### config.mk
export PLATFORM = sky130hd
export DESIGN_NAME = can_tx_bitstuffer
export DESIGN_NICKNAME = d
export VERILOG_FILES = /design/src/rtl/can_tx_pkg.sv /design/src/rtl/can_tx_runcnt.sv /design/src/rtl/can_tx_bitstuffer.sv
export SDC_FILE = /design/constraint.sdc
export NUM_CORES = 1
export LEC_CHECK = 0
export CORE_MARGIN = 3
export CORE_UTILIZATION = 50
export DETAILED_ROUTE_END_ITERATION = 6
export PLACE_DENSITY = 0.77
export SYNTH_ARGS = -nofsm -noshare
export SYNTH_HDL_FRONTEND = slang
export SYNTH_SLANG_ARGS = --single-unit
### constraint.sdc
create_clock -name clock -period 1.94 [get_ports clock]
set_input_delay 0.485 -clock clock [delete_from_list [all_inputs] [get_ports clock]]
set_output_delay 0.485 -clock clock [all_outputs]
set_load 0.01 [all_outputs]
### src/rtl/can_tx_pkg.sv
// rtl/can_tx_pkg.sv - shared types and constants for the CAN transmit bit-stream unit
package can_tx_pkg;

  // Transmit FSM states
  typedef enum logic [1:0] {
    IDLE  = 2'd0,
    SEND  = 2'd1,
    STUFF = 2'd2
  } tx_state_t;

  // Bus levels
  localparam logic RECESSIVE = 1'b1;
  localparam logic DOMINANT  = 1'b0;

  // Run length of equal bits that forces a complementary stuff bit
  localparam int DEF_STUFF_LIMIT = 5;

  // Width of the run counter; limits STUFF_LIMIT to at most 7
  localparam int CNT_W = 3;

endpackage

### src/rtl/can_tx_runcnt.sv
// rtl/can_tx_runcnt.sv - equal-bit run counter and last-bit register for stuffing
module can_tx_runcnt
  import can_tx_pkg::*;
#(
  parameter int STUFF_LIMIT = DEF_STUFF_LIMIT
) (
  input  logic             i_clk,
  input  logic             i_resetn,
  input  logic             i_clear,
  input  logic             i_load,
  input  logic             i_inc,
  input  logic             i_bit,
  output logic [CNT_W-1:0] o_count,
  output logic             o_last
);

  localparam logic [CNT_W-1:0] LIMIT = CNT_W'(STUFF_LIMIT);

  logic [CNT_W-1:0] r_count;
  logic             r_last;

  // Clear returns to the idle values, load starts a new run at one,
  // inc extends the current run and saturates at the stuff limit.
  always_ff @(posedge i_clk) begin
    if (!i_resetn) begin
      r_count <= '0;
      r_last  <= RECESSIVE;
    end else if (i_clear) begin
      r_count <= '0;
      r_last  <= RECESSIVE;
    end else if (i_load) begin
      r_count <= CNT_W'(1);
      r_last  <= i_bit;
    end else if (i_inc) begin
      if (r_count < LIMIT) begin
        r_count <= r_count + CNT_W'(1);
      end
      r_last <= i_bit;
    end
  end

  assign o_count = r_count;
  assign o_last  = r_last;

endmodule

### src/rtl/can_tx_bitstuffer.sv
// rtl/can_tx_bitstuffer.sv - CAN transmit bit driver with stuffing and bus monitoring
module can_tx_bitstuffer
  import can_tx_pkg::*;
#(
  parameter int STUFF_LIMIT = DEF_STUFF_LIMIT
) (
  input  logic clock,
  input  logic reset,
  input  logic Prescale_EN,
  input  logic tx_start,
  input  logic tx_stop,
  input  logic tx_data,
  input  logic stuff_en,
  input  logic arb,
  input  logic smpldbit,
  output logic tx,
  output logic data_req,
  output logic stuff_bit,
  output logic bit_err,
  output logic arb_lost
);

  localparam logic [CNT_W-1:0] LIMIT = CNT_W'(STUFF_LIMIT);

  tx_state_t r_state;
  logic      r_tx;
  logic      r_stuff_bit;
  logic      r_data_req;
  logic      r_bit_err;
  logic      r_arb_lost;
  logic      r_start_pend;

  tx_state_t w_state_nxt;
  logic      w_tx_nxt;
  logic      w_stuff_nxt;
  logic      w_dreq_nxt;
  logic      w_berr_nxt;
  logic      w_alost_nxt;
  logic      w_pend_nxt;

  logic             w_cnt_clear;
  logic             w_cnt_load;
  logic             w_cnt_inc;
  logic             w_cnt_bit;
  logic [CNT_W-1:0] w_count;
  logic             w_last;

  logic w_mismatch;
  logic w_arb_loss;
  logic w_at_limit;

  can_tx_runcnt #(
    .STUFF_LIMIT(STUFF_LIMIT)
  ) u_runcnt (
    .i_clk    (clock),
    .i_resetn (reset),
    .i_clear  (w_cnt_clear),
    .i_load   (w_cnt_load),
    .i_inc    (w_cnt_inc),
    .i_bit    (w_cnt_bit),
    .o_count  (w_count),
    .o_last   (w_last)
  );

  // The bit on tx has completed when the next bit is due, so smpldbit is
  // compared against the value still being driven.
  assign w_mismatch = (smpldbit != r_tx);
  assign w_arb_loss = arb && (r_tx == RECESSIVE) && (smpldbit == DOMINANT);
  assign w_at_limit = (w_count == LIMIT);

  // Next-state and next-output decode; bit-level actions only on Prescale_EN
  always_comb begin
    w_state_nxt = r_state;
    w_tx_nxt    = r_tx;
    w_stuff_nxt = r_stuff_bit;
    w_dreq_nxt  = 1'b0;
    w_berr_nxt  = 1'b0;
    w_alost_nxt = 1'b0;
    w_pend_nxt  = r_start_pend;
    w_cnt_clear = 1'b0;
    w_cnt_load  = 1'b0;
    w_cnt_inc   = 1'b0;
    w_cnt_bit   = tx_data;

    case (r_state)
      IDLE: begin
        w_tx_nxt    = RECESSIVE;
        w_stuff_nxt = 1'b0;
        if (Prescale_EN && (tx_start || r_start_pend)) begin
          w_tx_nxt    = tx_data;
          w_dreq_nxt  = 1'b1;
          w_cnt_load  = 1'b1;
          w_pend_nxt  = 1'b0;
          w_state_nxt = SEND;
        end else if (tx_start && !Prescale_EN) begin
          // A start request between bit times waits for the next one
          w_pend_nxt = 1'b1;
        end
      end

      SEND, STUFF: begin
        if (Prescale_EN) begin
          if (w_arb_loss) begin
            // Another node won arbitration: release the bus immediately
            w_alost_nxt = 1'b1;
            w_tx_nxt    = RECESSIVE;
            w_stuff_nxt = 1'b0;
            w_cnt_clear = 1'b1;
            w_state_nxt = IDLE;
          end else begin
            // Bit errors are only reported; the MAC decides whether to abort
            w_berr_nxt = w_mismatch;
            if (tx_stop) begin
              w_tx_nxt    = RECESSIVE;
              w_stuff_nxt = 1'b0;
              w_cnt_clear = 1'b1;
              w_state_nxt = IDLE;
            end else if (stuff_en && w_at_limit) begin
              // Stuff bit starts the next run; tx_data stays unconsumed
              w_tx_nxt    = ~w_last;
              w_stuff_nxt = 1'b1;
              w_cnt_load  = 1'b1;
              w_cnt_bit   = ~w_last;
              w_state_nxt = STUFF;
            end else begin
              w_tx_nxt    = tx_data;
              w_dreq_nxt  = 1'b1;
              w_stuff_nxt = 1'b0;
              w_state_nxt = SEND;
              // Outside the stuffed region each bit restarts the run at one
              if (stuff_en && (tx_data == w_last)) begin
                w_cnt_inc = 1'b1;
              end else begin
                w_cnt_load = 1'b1;
              end
            end
          end
        end
      end

      default: begin
        w_tx_nxt    = RECESSIVE;
        w_stuff_nxt = 1'b0;
        w_cnt_clear = 1'b1;
        w_state_nxt = IDLE;
      end
    endcase
  end

  // State and output registers; reset releases the bus at the next edge
  always_ff @(posedge clock) begin
    if (!reset) begin
      r_state      <= IDLE;
      r_tx         <= RECESSIVE;
      r_stuff_bit  <= 1'b0;
      r_data_req   <= 1'b0;
      r_bit_err    <= 1'b0;
      r_arb_lost   <= 1'b0;
      r_start_pend <= 1'b0;
    end else begin
      r_state      <= w_state_nxt;
      r_tx         <= w_tx_nxt;
      r_stuff_bit  <= w_stuff_nxt;
      r_data_req   <= w_dreq_nxt;
      r_bit_err    <= w_berr_nxt;
      r_arb_lost   <= w_alost_nxt;
      r_start_pend <= w_pend_nxt;
    end
  end

  assign tx        = r_tx;
  assign data_req  = r_data_req;
  assign stuff_bit = r_stuff_bit;
  assign bit_err   = r_bit_err;
  assign arb_lost  = r_arb_lost;

endmodule

# Word-level counts from Yosys, hierarchy flattened
# Index checks and enable logic that the tools add are counted.
# totals
word_cells	95
output_inout_bits	5
in_bits	9
ff_bits	12
# op_classes
n_addsub	1
muxes	49
n_reduce_logical	22
bitwise	5
n_eq_ne	7
magnitude_cmp	1
# op_table
cell	count
$mux W1	39
$mux W2	5
$reduce_and A2 Y1	5
$pmux W1 S2	4
$logic_and A1 B1 Y1	6
$reduce_bool A2 Y1	3
$not A1 Y1	5
$ne A2 B2 Y1 const B	2
$pmux W2 S2	1
$reduce_or A2 Y1	2
$reduce_or A4 Y1	1
$add A3 B1 Y3 const B	1
$eq A3 B3 Y1 const B	1
$lt A3 B3 Y1 const B	1
$reduce_and A3 Y1	1
$reduce_or A3 Y1	1
$eq A2 B1 Y1 const B	1
$eq A2 B2 Y1 const B	1
$logic_not A2 Y1	1
$eq A1 B1 Y1	1
$logic_not A1 Y1	1
$logic_or A1 B1 Y1	1
$ne A1 B1 Y1	1

# Logic depth before layout (Yosys ltp)
# depth
depth_word	10
mapped_depth	7
ltp_nobuf	7

# Hierarchy
# Synthesis repeated with hierarchy kept, for this count alone.
# unflattened
hier_cells	91
hier_area_um2	732.0
# by_module_without_submodules
module	n_inst	area_each_um2	cells_each	seq_area_each_um2
can_tx_bitstuffer	1	536.8	69	160.2
can_tx_runcnt	1	195.2	22	80.1

# Worst setup path before layout
# Ideal clock, no wire load.
# synth_timing
path_kind	reg2reg
startpoint	reg r_state[0]
endpoint	reg u_runcnt.r_last (netlist: u_runcnt.o_last)
arrival_ps	1544
n_path_buf	1
synth_period_minus_slack_ps	1623
stages_incl_launch_ff	8
setup_ps	79
required_time_ps	1861
setup_slack_ps	317
cell_sequence	dfxtp_1 > inv_1 > ha_1 > and2_2 > buf_6 > nand3_2 > a2111o_1 > o211ai_1
# synth_via
elab_chain_cells	5
word_cells_on_any_way	12
classes_between	2 x eq/ne; 6 x mux; 4 x reduce/logical
# synth_lines
element	line	rtl
start: declaration	can_tx_bitstuffer.sv:25	tx_state_t r_state;
start signal: assignment	can_tx_bitstuffer.sv:161	r_state <= w_state_nxt;
$eq A2 B1 Y1 / $eq A2 B2 Y1 (equally long branches)	can_tx_bitstuffer.sv:85	case (r_state)
$reduce_or A2 Y1	can_tx_bitstuffer.sv:85	
$mux W1	can_tx_bitstuffer.sv:85	
$mux W1	can_tx_runcnt.sv:34	end else if (i_inc) begin
$mux W1	can_tx_runcnt.sv:31	end else if (i_load) begin
end signal: assignment	can_tx_runcnt.sv:33	r_last <= i_bit;
end signal: assignment	can_tx_runcnt.sv:38	r_last <= i_bit;
end: declaration	can_tx_runcnt.sv:20	logic r_last;
# Parallel ways exist; a longest one is shown, timed or not. The select of a mux whose other input is x is not followed.
# A chain may end at the register's enable or synchronous reset.

# Final worst setup path
# layout_timing
startpoint	in smpldbit
endpoint	reg u_runcnt.r_last (netlist: u_runcnt.o_last)
# layout_via
elab_chain_cells	7
word_cells_on_any_way	18
classes_between	14 x mux; 1 x bitwise; 3 x reduce/logical
# layout_lines
element	line	rtl
start: declaration	can_tx_bitstuffer.sv:15	input logic smpldbit,
$not A1 Y1 (*)	can_tx_bitstuffer.sv:68	assign w_arb_loss = arb && (r_tx == RECESSIVE) && (smpldbit == DOMINANT);
$logic_and A1 B1 Y1 (*)	can_tx_bitstuffer.sv:68	
$mux W1	can_tx_bitstuffer.sv:103	if (w_arb_loss) begin
$mux W1	can_tx_bitstuffer.sv:102	if (Prescale_EN) begin
$mux W1	can_tx_bitstuffer.sv:85	
$mux W1	can_tx_runcnt.sv:34	
$mux W1	can_tx_runcnt.sv:31	
# Mark *: on every way between the ends. The rest lies on a longest branch, timed or not. The select of a mux whose other input is x is not followed.

==> out/qor.yml <==
yosys.cell_types.count: 37
dpl.hpwl_um: 1440
start_kind: "input port"
rows: 13
syn_nets: 105
outcome: "complete, no violations"
grt_max_degree: 10
cp-end-kind: "register"
timing.max_slew.rel_slack: 0.777
yosysTopAreaCellShare: 0.309
rsz0062_at_grt: "false"
r2r-start: "r_state[0]"
diodes: 0
cts.sinks: 12
final_cells: 138
cts_tree: "done"
tns_ns: 0
fin_crit_sh: 0.960
layout_min_cycle_time_ns: 1.86
syn2layout_area_growth_pct: 36.9
syn_inst: 92
r2r_setup_slack_ns: 0.18
path_class: "in2reg"
dr.pass1.iters: 4
yosys_warnings: 0
core_sq_um: 1380
synth_area_leaders: "dfxtp_1, a21oi_1, ha_1"
cts.htree.levels: 1
cts_buffer_depth: 2
synth_ff_type: "dfxtp_1"
ys_seq_elements: 12
synth_edf_count: 0
track_usage: 0.222
drv_slew: 0
grt_pass1_wl_um: 3350
insertion_delay_ns: 0.27
ys_top_cells_by_count: "dfxtp_1, a21oi_1, nand2_1, nor2_1, inv_1"
clock_skew_ns: 0.00179
synthArstFlopShare: 0
reg2reg_to: "u_runcnt.o_count[2]"
cp.required_ns: 2.10
cts_resized: 0
drive_above_1_share: 0.236
grt.overflow.total: 0
first_global_vias: 762
syn_area_sq_um: 777
synth_area_per_cell_sq_um: 8.45
setup_viol: 0
yosys.area.top_type: "dfxtp_1"
cp.arrival_ns: 2.02
timing.final.hold_violations: 0
min_to: "r_start_pend"
leakage_nw: 0.443
ys_seq_area_frac: 0.309
port-buffer-count: 13
hold_path.startpoint: "r_start_pend"
clkTransAtPathRegs_ns: 0.08
ctsHoldBuffers: 0
die_w_um: 45.4
place_inst: 134
min_path_type: "reg2reg"
tightest_slew_ns: 0.332
place_congestion: 0.835
initial_utilization: 0.562
drt_wl_total_um: 2020
hold_depth: 2
final_nets: 137
drv_cap: 0
vias: 835
final_util: 0.769
viasPerCell: 6.05
routedWlPerCell_um: 14.6
cts_root_buffer: "clkbuf_4"
dieHeight_um: 45.4
crit_path_max_fanout: 4
clock.fmax_ghz: 0.537
ir_drop_v: 0.000437
io_pins: 14
yosysMostFrequentCell: "dfxtp_1"
drtIter0Drc: 31
r2r_cells: 7
cts_buffers: 3
pwr_density_cell_nw_per_um2: 621
postRouteAntennaNets: 0
drc: 0
post_cts_buffers: 0
die_area_sq_um: 2060
antenna_found_initial: 0
## worst max-delay path by stage
stage	slack, ns	endpoint	from	depth (start not counted)
final	0.08	u_runcnt.o_last	smpldbit	6
after global routing	0.02	u_runcnt.o_count[2]	r_state[0]	7
after CTS	0.13	u_runcnt.o_last	smpldbit	6
after detailed placement	-0.14	u_runcnt.o_last	smpldbit	6
after global placement	-0.08	u_runcnt.o_last	smpldbit	6
after floorplan	0.32	u_runcnt.o_last	r_state[0]	7
## critical path, stage by stage
cell and delay, ns:
clkdlybuf4s50_1 0.49, and3b_4 0.24, nor3_2 0.26, nand2_1 0.12, a221oi_1 0.30, o211ai_1 0.12
## cell families after synthesis
logic type | after synthesis | share of synthesized area
adders and majority gates | 4 | 0.0644
AOI/OAI and AO/OA | 27 | 0.240
xor gates and xnor gates | 1 | 0.0113
buffers and inverters | 7 | 0.0435
DFF | 12 | 0.309
muxes | 2 | 0.0258
and+or+nand+nor | 39 | 0.306
## metal layers
layer | share of wire | global-route usage
met5 | 0 | 0
met4 | 0.027 | 0.0877
met3 | 0.073 | 0.0395
met2 | 0.44 | 0.359
met1 | 0.46 | 0.289
## where the power goes
| part | switching (W) | leakage, nW | internal [W] |
|---|---|---|---|
| registers | 0.0000135 | 0.0978 | 0.000260 |
| clock network | 0.0000875 | 0.0210 | 0.000114 |
| logic | 0.0000875 | 0.324 | 0.0000984 |
## area by class of cell
| type | count | area (sq um) |
|---|---|---|
| multi-input combinational | 73 | 503 |
| fill | 107 | 319 |
| timing repair buffer | 28 | 243 |
| sequential | 12 | 240 |
| clock buffer | 4 | 36.3 |
| inverter | 6 | 22.5 |
| tap | 15 | 18.8 |
## through the flow
stage | hold slack, ns | setup slack [ns] | area, sq um | power [W]
6_report | 0.497 | 0.0780 | 1060 | 0.000660
3_5_place_dp | 0.478 | -0.143 | 1030 | 0.000459
3_3_place_gp | 0.472 | -0.0788 | 1030 | 0.000454
2_1_floorplan | 0.452 | 0.317 | 777 | 0.000376
5_1_grt | 0.531 | 0.0197 | 1060 | 0.000693
4_1_cts | 0.496 | 0.134 | 1060 | 0.000661
## sequential cells by signal (all words and copies together), names as in the netlist
register and cells:
bit_err 1, r_state 2, stuff_bit 1, u_runcnt.o_count 3
arb_lost 1, tx 1, data_req 1, r_start_pend 1
u_runcnt.o_last 1
## placed cells by master (no fill, tap or decap), types with 2 or more instances in the layout
cell / Yosys / layout
mux2i_1: 2 / 2
o21ai_0: 5 / 5
buf_4: 0 / 15
inv_1: 6 / 6
dfxtp_1: 12 / 12
nand2_1: 9 / 9
clkbuf_4: 0 / 3
nor3_1: 2 / 2
nor2_1: 8 / 8
clkdlybuf4s50_1: 0 / 13
a41oi_1: 2 / 2
and3_1: 2 / 2
nor2b_1: 2 / 2
nand3_1: 4 / 4
ha_1: 4 / 4
a21oi_1: 10 / 10
(Power assumes the default switching activity.)
